File: src/rtl/sap1_controller.sv
`default_nettype none
// ============================================================================
//  Module      : sap1_controller
//  Description : SAP-1 control sequencer. Decodes the one-hot T-state and the
//                opcode nibble into the 12-bit control word, and keeps the
//                execute-phase opcode, halt latch, sticky illegal-state flag
//                and retired-instruction counter.
//  Revision    : 1.0  initial release
// ============================================================================
module sap1_controller #(
    parameter logic [11:0] CW_IDLE = 12'h3E3,
    parameter int          CNT_W   = 8
) (
    input  logic             CLK,
    input  logic             nCLR,
    input  logic [5:0]       state,
    input  logic [3:0]       opcode,
    output logic [11:0]      con,
    output logic             HLT,
    output logic             err,
    output logic [CNT_W-1:0] instr_count
);

    // One-hot T-state encodings presented by the ring counter
    localparam logic [5:0] c_T1 = 6'b000001;
    localparam logic [5:0] c_T2 = 6'b000010;
    localparam logic [5:0] c_T3 = 6'b000100;
    localparam logic [5:0] c_T4 = 6'b001000;
    localparam logic [5:0] c_T5 = 6'b010000;
    localparam logic [5:0] c_T6 = 6'b100000;

    // Opcode nibbles; everything not listed behaves as NOP
    localparam logic [3:0] c_OP_LDA = 4'b0000;
    localparam logic [3:0] c_OP_ADD = 4'b0001;
    localparam logic [3:0] c_OP_SUB = 4'b0010;
    localparam logic [3:0] c_OP_OUT = 4'b1110;
    localparam logic [3:0] c_OP_HLT = 4'b1111;

    // Fetch-phase control words (opcode independent)
    localparam logic [11:0] c_CW_T1 = 12'h5E3;
    localparam logic [11:0] c_CW_T2 = 12'hBE3;
    localparam logic [11:0] c_CW_T3 = 12'h263;

    localparam logic [CNT_W-1:0] c_CNT_ONE = CNT_W'(1);

    logic [3:0]       op_q,   op_d;
    logic             halt_q, halt_d;
    logic             err_q,  err_d;
    logic [CNT_W-1:0] cnt_q,  cnt_d;

    logic             w_state_legal;
    logic [3:0]       w_op_sel;
    logic [1:0]       w_phase;

    // Execute-phase word for a given opcode; phase 0/1/2 = T4/T5/T6
    function automatic logic [11:0] exec_word(input logic [3:0] op, input logic [1:0] phase);
        logic [11:0] w;
        w = CW_IDLE;
        case (op)
            c_OP_LDA: begin
                case (phase)
                    2'd0:    w = 12'h1A3;
                    2'd1:    w = 12'h2C3;
                    default: w = 12'h3E3;
                endcase
            end
            c_OP_ADD: begin
                case (phase)
                    2'd0:    w = 12'h1A3;
                    2'd1:    w = 12'h2E1;
                    default: w = 12'h3C7;
                endcase
            end
            c_OP_SUB: begin
                case (phase)
                    2'd0:    w = 12'h1A3;
                    2'd1:    w = 12'h2E1;
                    default: w = 12'h3CF;
                endcase
            end
            c_OP_OUT: begin
                case (phase)
                    2'd0:    w = 12'h3F2;
                    default: w = 12'h3E3;
                endcase
            end
            default: w = 12'h3E3;
        endcase
        return w;
    endfunction

    // A legal T-state has exactly one bit set
    assign w_state_legal = (state != 6'd0) && ((state & (state - 6'd1)) == 6'd0);

    // Control word: idle in reset, when halted or on an illegal state; T4 uses live opcode
    always_comb begin
        con      = CW_IDLE;
        w_op_sel = op_q;
        w_phase  = 2'd0;
        if (nCLR && !halt_q && w_state_legal) begin
            case (state)
                c_T1: con = c_CW_T1;
                c_T2: con = c_CW_T2;
                c_T3: con = c_CW_T3;
                c_T4: begin
                    w_op_sel = opcode;
                    w_phase  = 2'd0;
                    con      = exec_word(w_op_sel, w_phase);
                end
                c_T5: begin
                    w_phase = 2'd1;
                    con     = exec_word(w_op_sel, w_phase);
                end
                c_T6: begin
                    w_phase = 2'd2;
                    con     = exec_word(w_op_sel, w_phase);
                end
                default: con = CW_IDLE;
            endcase
        end
    end

    // Next-state: illegal states only raise err; T4 latches opcode/halt; T6 retires
    always_comb begin
        op_d   = op_q;
        halt_d = halt_q;
        err_d  = err_q;
        cnt_d  = cnt_q;
        if (!w_state_legal) begin
            err_d = 1'b1;
        end else begin
            if (state == c_T4) begin
                op_d = opcode;
                if (opcode == c_OP_HLT) begin
                    halt_d = 1'b1;
                end
            end
            if ((state == c_T6) && !halt_q) begin
                cnt_d = cnt_q + c_CNT_ONE;
            end
        end
    end

    // State registers with asynchronous active-low clear
    always_ff @(posedge CLK or negedge nCLR) begin
        if (!nCLR) begin
            op_q   <= 4'd0;
            halt_q <= 1'b0;
            err_q  <= 1'b0;
            cnt_q  <= '0;
        end else begin
            op_q   <= op_d;
            halt_q <= halt_d;
            err_q  <= err_d;
            cnt_q  <= cnt_d;
        end
    end

    assign HLT         = halt_q;
    assign err         = err_q;
    assign instr_count = cnt_q;

endmodule
`default_nettype wire

File: config.mk
export PLATFORM = sky130hd
export DESIGN_NAME = sap1_controller
export DESIGN_NICKNAME = d
export VERILOG_FILES = /design/src/rtl/sap1_controller.sv
export SDC_FILE = /design/constraint.sdc
export NUM_CORES = 1
export LEC_CHECK = 0
export CAP_MARGIN = 20
export CORE_ASPECT_RATIO = 1.75
export CORE_MARGIN = 1
export CORE_UTILIZATION = 39
export CTS_CLUSTER_DIAMETER = 120
export DETAILED_ROUTE_END_ITERATION = 10
export GPL_ROUTABILITY_DRIVEN = 0
export PLACE_DENSITY = 0.75
export SETUP_SLACK_MARGIN = 0.3
export SLEW_MARGIN = 20
export SYNTH_ARGS = -nofsm -noshare
export SYNTH_HDL_FRONTEND = slang
export SYNTH_SLANG_ARGS = --single-unit
File: constraint.sdc
create_clock -name CLK -period 2.05 [get_ports CLK]
set_clock_uncertainty 0.15 [all_clocks]
set_input_delay 0.41 -clock CLK [delete_from_list [all_inputs] [get_ports CLK]]
set_output_delay 0.41 -clock CLK [all_outputs]
set_load 0.01 [all_outputs]
==> impl_metrics.csv, run 1 <==
group,metric,value,unit
final_layout,stdcell_area,0.001924,sq mm
floorplan,die_h,65.98,microns
routing,finalWirelength,4624,microns
worst_setup_path,endpoint_kind,"primary output",
clock_network,numCtsBuffers,3,
yosys,syn_area_per_cell,9.403,sq um
place,dp_cells,177,
worst_setup_path,worstPathMaxFanout,2,
yosys,synth.yosys.seq_area_share,38.41,%
worst_setup_path,cp.depth,5,
global_route,grt_max_degree,15,
status,violations,"negative setup slack",
routing,num_vias,1251,
routing,wire_per_inst,22.89,microns
sta,rsz0062_at_grt,"yes",
worst_hold_path,hold_class,"in2async",
routing,post-route-drc-count,0,
pwr,power_density,508.7,mW/mm^2
worst_setup_path,slowest_stage,"dfrtp_1",
yosys,synth_cell_types,36,
floorplan,fp.dieW,38.56,microns
sta,relSlewSlack,74.82,%
sta,worstMarginPinSlew,0.3769,ns
sta,finalMaxSlewViolations,0,
place,numPortBuffers,33,
worst_setup_path,timing.critical_path.buf_inv,1,
final_layout,stdcell_count,202,
yosys,synth-seq-cells,14,
worst_setup_path,r2r_cells,6,
sta,final_hold_viol_count,0,
routing,routed_via_density,6.193,
sta,fmax,0.4418,GHz
floorplan,initial_core_util,42.48,%
yosys,syn_nets,110,
clock_network,htree_levels,1,
pwr,irDropWorstVdd,0.6126,mV
worst_setup_path,required,1.49,ns
global_route,grt_pass1_vias,1123,
final_layout,fillers,100,
final_layout,drive_gt1_share,64.04,%
worst_setup_path,critPathLaunch,"op_q[0]",
run,max-cap-violations,0,
status,outcome,"complete, but fails checks",
global_route,grt_pass1_wl,5092,microns
sta,post-route-min-period,2.264,ns
sta,finalSetupViolations,8,
sta,fin_ws,-0.2136,ns
yosys,synth_area,912.1,sq um
routing,drt_iter0_markers,61,
floorplan,num_rows,22,
final_layout,diodes,0,
final_layout,nets,192,
worst_setup_path,worst_setup_path_start_kind,"register",
yosys,yosys_warnings,0,
clock_network,path_clk_slew,0.09,ns
global_route,overflow,0,
place,hpwl,2083,microns
clock_network,clock_sinks,14,
routing,dr.pass1.iters,4,
clock_network,cts_tree,"built",
worst_setup_path,slowest_delay,0.41,ns
routing,antenna_left,0,
global_route,grt_usage,28.27,%
global_route,antenna_found_initial,0,
clock_network,insertion_delay,0.28,ns
worst_setup_path,worst-setup-path-type,"reg2out",
worst_setup_path,cp_common_cell,"o311ai_1",
worst_setup_path,crit_chain,"a211oi_2, nor3b_1, o311ai_1, o311ai_1, buf_2",
worst_setup_path,arrival,1.70,ns
floorplan,io_pins,34,
worst_setup_path,regToRegStartpoint,"HLT",
floorplan,dieArea,0.002544,sq mm
final_layout,area_growth,111.0,%
yosys,synthCells,97,
worst_setup_path,cp_top_family,"compound AO/OA/AOI/OAI gates",
clock_network,root_buffer,"clkbuf_4",
clock_network,clk_path_buf_depth,2,
final_layout,layout_common_cells,"30 x buf_4, 23 x buf_6, 13 x dfrtp_1",
sta,post-route-period-util,110.4,%
worst_setup_path,rr_endpoint,"instr_count[6]",
final_layout,final_common_cell,"buf_4",
floorplan,core,0.002147,sq mm
pwr,leakage,0.9280,nW
worst_setup_path,reg2reg_slack,0.28,ns
place,placed_area,0.001506,sq mm
worst_setup_path,worstSetupEndpoint,"con[8]",
## sequential cells by signal (all words and copies together) (netlist names)
name,count
HLT,1
err,1
op_q,4
instr_count,8
## through the flow
| stage | total power, W | setup slack [ns] | TNS (ns) | util, % | hold slack [ns] |
|---|---|---|---|---|---|
| global placement | 0.0006138 | -0.8243 | -11.65 | 70.16 | 0.3009 |
| floorplan | 0.0004759 | 0.02321 | 0 | - | -0.03559 |
| finish | 0.0009788 | -0.2136 | -0.5292 | 89.63 | 0.1429 |
| global route | 0.001009 | -0.3220 | -0.9592 | 89.63 | 0.1633 |
| detailed placement | 0.0006232 | -0.8668 | -12.17 | 70.16 | 0.3152 |
| CTS | 0.0008995 | -0.09604 | -0.1427 | 82.34 | 0.1331 |
## worst min-delay path by stage
stage          slack, ns  depth (start not counted)        endpoint            from
2_1_floorplan      -0.04                          0             HLT            nCLR
3_3_place_gp        0.30                          1  instr_count[7]  instr_count[7]
3_5_place_dp        0.32                          1  instr_count[7]  instr_count[7]
4_1_cts             0.13                          2  instr_count[7]            nCLR
5_1_grt             0.16                          2         op_q[0]            nCLR
6_report            0.14                          2         op_q[2]            nCLR
## cell type report
type	count	area, sq um	area share, %
Clock buffer	4	36.28	1.886
Tap cell	24	30.03	1.560
Timing Repair Buffer	81	742.0	38.56
Multi-Input combinational cell	75	749.5	38.95
Sequential cell	14	351.6	18.27
Inverter	4	15.01	0.7802
## where the power goes
group          switching (W)  total [W]  internal [W]  leakage, nW
Sequential         0.0000283   0.000339      0.000311        0.182
Combinational       0.000218   0.000441      0.000223        0.725
Clock              0.0000901   0.000198      0.000108       0.0210
Total               0.000336   0.000979      0.000643        0.928
## logic make-up after synthesis
group                      share of synthesized area [%]
adders and majority gates                          1.372
xor gates and xnor gates                           8.642
and+or+nand+nor                                    32.79
buffers and inverters                              4.252
DFF                                                38.41
AOI/OAI and AO/OA                                  9.603
muxes                                              4.938
## cell usage after synthesis
cell type   n  area share (%)
o21bai_1    1            0.82
nand4_1     3             2.1
and2_1      1            0.69
inv_1       4             1.6
nor3b_1     1            0.82
nand2_1    11             4.5
a31o_2      1            0.96
nand3_1     3             1.6
nand3b_1    3             2.5
a211oi_1    2             1.6
nor2_1      3             1.2
nor4b_1     1            0.96
o311ai_0    2             1.9
and3_1      1            0.69
nor4b_2     1             1.6
o21ai_0     3             1.6
and4_1      1            0.96
buf_6       1             1.2
dfrtp_1    14              38
o221ai_1    1            0.96
nor4_4      1             2.3
or4_4       1             1.2
nor3_2      1             1.1
xnor2_1     8             7.7
mux2_2      4             4.9
nor3_1      9             4.9
ha_1        1             1.4
o211ai_1    1            0.82
nor2b_1     1            0.69
or3_1       1            0.69
nor4_1      3             2.1
o31ai_1     1            0.82
buf_2       1            0.55
clkbuf_1    2            0.82
xor2_1      1            0.96
nand2b_1    3             2.1
## layer usage
| layer | vias to the layer above | GRT usage (%) | part of all wire (%) |
|---|---|---|---|
| met2 | 81 | 54.37 | 54 |
| met1 | 618 | 28.13 | 34 |
| met4 | 0 | 9.483 | 5.8 |
| met5 | - | 0 | 0 |
| li1 | 522 | - | - |
| met3 | 30 | 4.377 | 5.9 |
## what timing repair did
item	in CTS	in global routing
pin swaps	30	19
setup endpoints to repair	33	21
resized for setup	140	29
hold buffers	0	0
hold endpoints to repair	0	0
setup buffers	16	5
No activity file was read; power rests on OpenSTA's default activity.
==> inputs of run 2 (changes only) <==
--- a/config.mk
+++ b/config.mk
@@ -6,13 +6,13 @@
 export NUM_CORES = 1
 export LEC_CHECK = 0
 export CAP_MARGIN = 20
-export CORE_ASPECT_RATIO = 1.75
 export CORE_MARGIN = 1
-export CORE_UTILIZATION = 39
+export CORE_UTILIZATION = 60
 export CTS_CLUSTER_DIAMETER = 120
 export DETAILED_ROUTE_END_ITERATION = 10
+export DONT_BUFFER_PORTS = 1
 export GPL_ROUTABILITY_DRIVEN = 0
-export PLACE_DENSITY = 0.75
+export PLACE_DENSITY = 0.76
 export SETUP_SLACK_MARGIN = 0.3
 export SLEW_MARGIN = 20
 export SYNTH_ARGS = -nofsm -noshare
==> constraint.sdc (replaced) <==
create_clock -name CLK -period 2.2 [get_ports CLK]
set_clock_uncertainty 0.15 [all_clocks]
set_input_delay 0.44 -clock CLK [delete_from_list [all_inputs] [get_ports CLK]]
set_output_delay 0.44 -clock CLK [all_outputs]
set_load 0.01 [all_outputs]
==> run 2 against run 1 <==
Net effect:
- the flow still finishes with violations (negative setup slack)
- final cell count fell by 39%
- via count fell by 33%
- combinational power fell by 65%
- critical path depth fell by 1
- power fell by 34%
- worst setup slack improved by 0.19 ns
- flip-flop and latch count did not move
- sequential power rose by 3%
- critical path type unchanged
- largest cell class unchanged
==> impl_metrics.csv, run 2 (same netlist as run 1, synthesis figures left out) <==
group,metric,value,unit
run,max-cap-violations,0,
status,violations,"negative setup slack",
pwr,p_sw_share,32.57,%
place,placed_area,965.9,sq um
worst_setup_path,worst_setup_path_start_kind,"register",
worst_setup_path,r2r_cells,5,
clock_network,root_buffer,"clkbuf_4",
final_layout,largest_reg_flops,8,
final_layout,nets,124,
global_route,grt_usage,26.71,%
place,preCtsSetupSlack,0.2066,ns
routing,drt_iter0_markers,16,
routing,dr.pass1.iters,4,
worst_setup_path,worst-setup-path-type,"reg2out",
global_route,grt_max_degree,15,
routing,antenna_left,0,
worst_setup_path,reg2reg_slack,0.55,ns
worst_hold_path,min_path_cells,1,
sta,finalMaxSlewViolations,0,
floorplan,num_rows,13,
floorplan,core,0.001350,sq mm
worst_setup_path,endpoint_kind,"primary output",
clock_network,clk_path_buf_depth,2,
clock_network,numCtsBuffers,3,
sta,relSlewSlack,49.46,%
sta,setup-tns-final,-0.02601,ns
worst_setup_path,rr_endpoint,"instr_count[3]",
final_layout,stdcell_area,0.001175,sq mm
sta,worstMarginPinSlew,0.7476,ns
final_layout,multiInputGateArea,660.6,sq um
floorplan,initial_core_util,67.56,%
routing,finalWirelength,2376,microns
sta,final_hold_viol_count,0,
pwr,irDropWorstVdd,0.5438,mV
clock_network,insertion_delay,0.28,ns
floorplan,dieArea,0.001680,sq mm
worst_hold_path,holdPathEnd,"op_q[2]",
final_layout,fillers,73,
sta,fin_ws,-0.02601,ns
routing,num_vias,834,
final_layout,fin_util,87.02,%
worst_setup_path,arrival,1.64,ns
floorplan,fp.dieW,40.99,microns
global_route,grt_pass1_wl,2794,microns
pwr,power_density,549.2,mW/mm^2
clock_network,path_clk_slew,0.07,ns
global_route,antenna_found_initial,0,
pwr,leakage,0.4639,nW
worst_hold_path,hold_path.startpoint,"opcode[2]",
global_route,grt_pass1_vias,696,
worst_setup_path,worstPathMaxFanout,5,
sta,finalSetupViolations,1,
pwr,power.share.combinational,24.2,%
final_layout,drive_gt1_share,44.04,%
sta,post-route-period-util,101.2,%
pwr,p_sw,0.0002102,W
sta,fmax,0.4492,GHz
sta,post-route-min-period,2.226,ns
place,numPortBuffers,0,
clock_network,htree_levels,1,
place,hpwl,1439,microns
pwr,power_frac_seq,54.2,%
routing,wire_per_inst,19.16,microns
worst_setup_path,required,1.61,ns
floorplan,io_pins,34,
routing,post-route-drc-count,0,
final_layout,area_growth,28.81,%
pwr,clkPwrFrac,21.6,%
global_route,overflow,0,
worst_setup_path,regToRegStartpoint,"HLT",
pwr,p_int,0.0004351,W
final_layout,layout_common_cells,"11 x dfrtp_1, 11 x buf_4, 8 x nand2_1, 8 x xnor2_1",
final_layout,seqCellArea,354.1,sq um
worst_hold_path,hold_class,"in2reg",
routing,routed_via_density,6.726,
final_layout,diodes,0,
clock_network,cts_tree,"built",
sta,rsz0062_at_grt,"yes",
floorplan,die_h,40.99,microns
status,outcome,"complete, but fails checks",
clock_network,clock_sinks,14,
run 2: cell count changes in the layout (fill, tap and decap cells not counted), moves of 4 or more:
cell / before / now
dlygate4sd2_1: 7 / 0
dlymetal6s2s_1: 4 / 0
buf_2: 9 / 0
buf_4: 30 / 11
buf_6: 23 / 1
run 2: through the flow:
step	std cells	hold slack (ns)	total power, W
final	124	0.1546	0.0006453
after global routing	124	0.1450	0.0006750
after CTS	118	0.1538	0.0006037
after detailed placement	111	-0.005279	0.0004494
after global placement	111	-0.005297	0.0004449
after floorplan	97	-0.005591	0.0004362
run 2: worst max-delay path: stages (launching register included):
cell	delay, ns
dfrtp_2	0.44
a211oi_2	0.27
nor3b_2	0.08
o311ai_2	0.34
o311ai_2	0.22
run 2: layout make-up:
type,count,area share [%]
well taps,15,1.597
inverters,4,1.278
multi-input cells,75,56.23
repair buffers,13,8.839
clock buffers,3,1.917
flip-flops and latches,14,30.14
run 2: timing repair:
item / CTS / global route
hold buffers: 1 / 0
buffers inserted: 3 / 6
setup endpoints to repair: 8 / 12
hold endpoints to repair: 14 / 0
pin swaps: 3 / 10
gates resized for setup: 10 / 18
run 2: power by group through the flow:
stage | Combinational (W) | Sequential, W | Clock [W]
after global routing | 0.000168 | 0.000355 | 0.000152
after detailed placement | 0.000102 | 0.000347 | 0
after CTS | 0.000119 | 0.000344 | 0.000141
after floorplan | 0.0000991 | 0.000337 | 0
final | 0.000156 | 0.000350 | 0.000140
after global placement | 0.0000986 | 0.000346 | 0
run 2: routing by layer:
| layer | GRT usage, % | part of all wire, % | vias up |
|---|---|---|---|
| met5 | 0 | 0 | - |
| met4 | 5.833 | 2.6 | 0 |
| met3 | 10.87 | 6.1 | 7 |
| met2 | 42.97 | 51 | 41 |
| met1 | 33.22 | 41 | 404 |
| li1 | - | - | 382 |
run 2: worst max-delay path by stage:
stage	from	end	depth (start not counted)
after floorplan	state[4]	con[4]	5
final	op_q[0]	con[8]	4
after global placement	state[4]	con[4]	4
after CTS	op_q[1]	con[8]	4
after detailed placement	op_q[1]	con[8]	4
after global routing	op_q[0]	con[8]	4
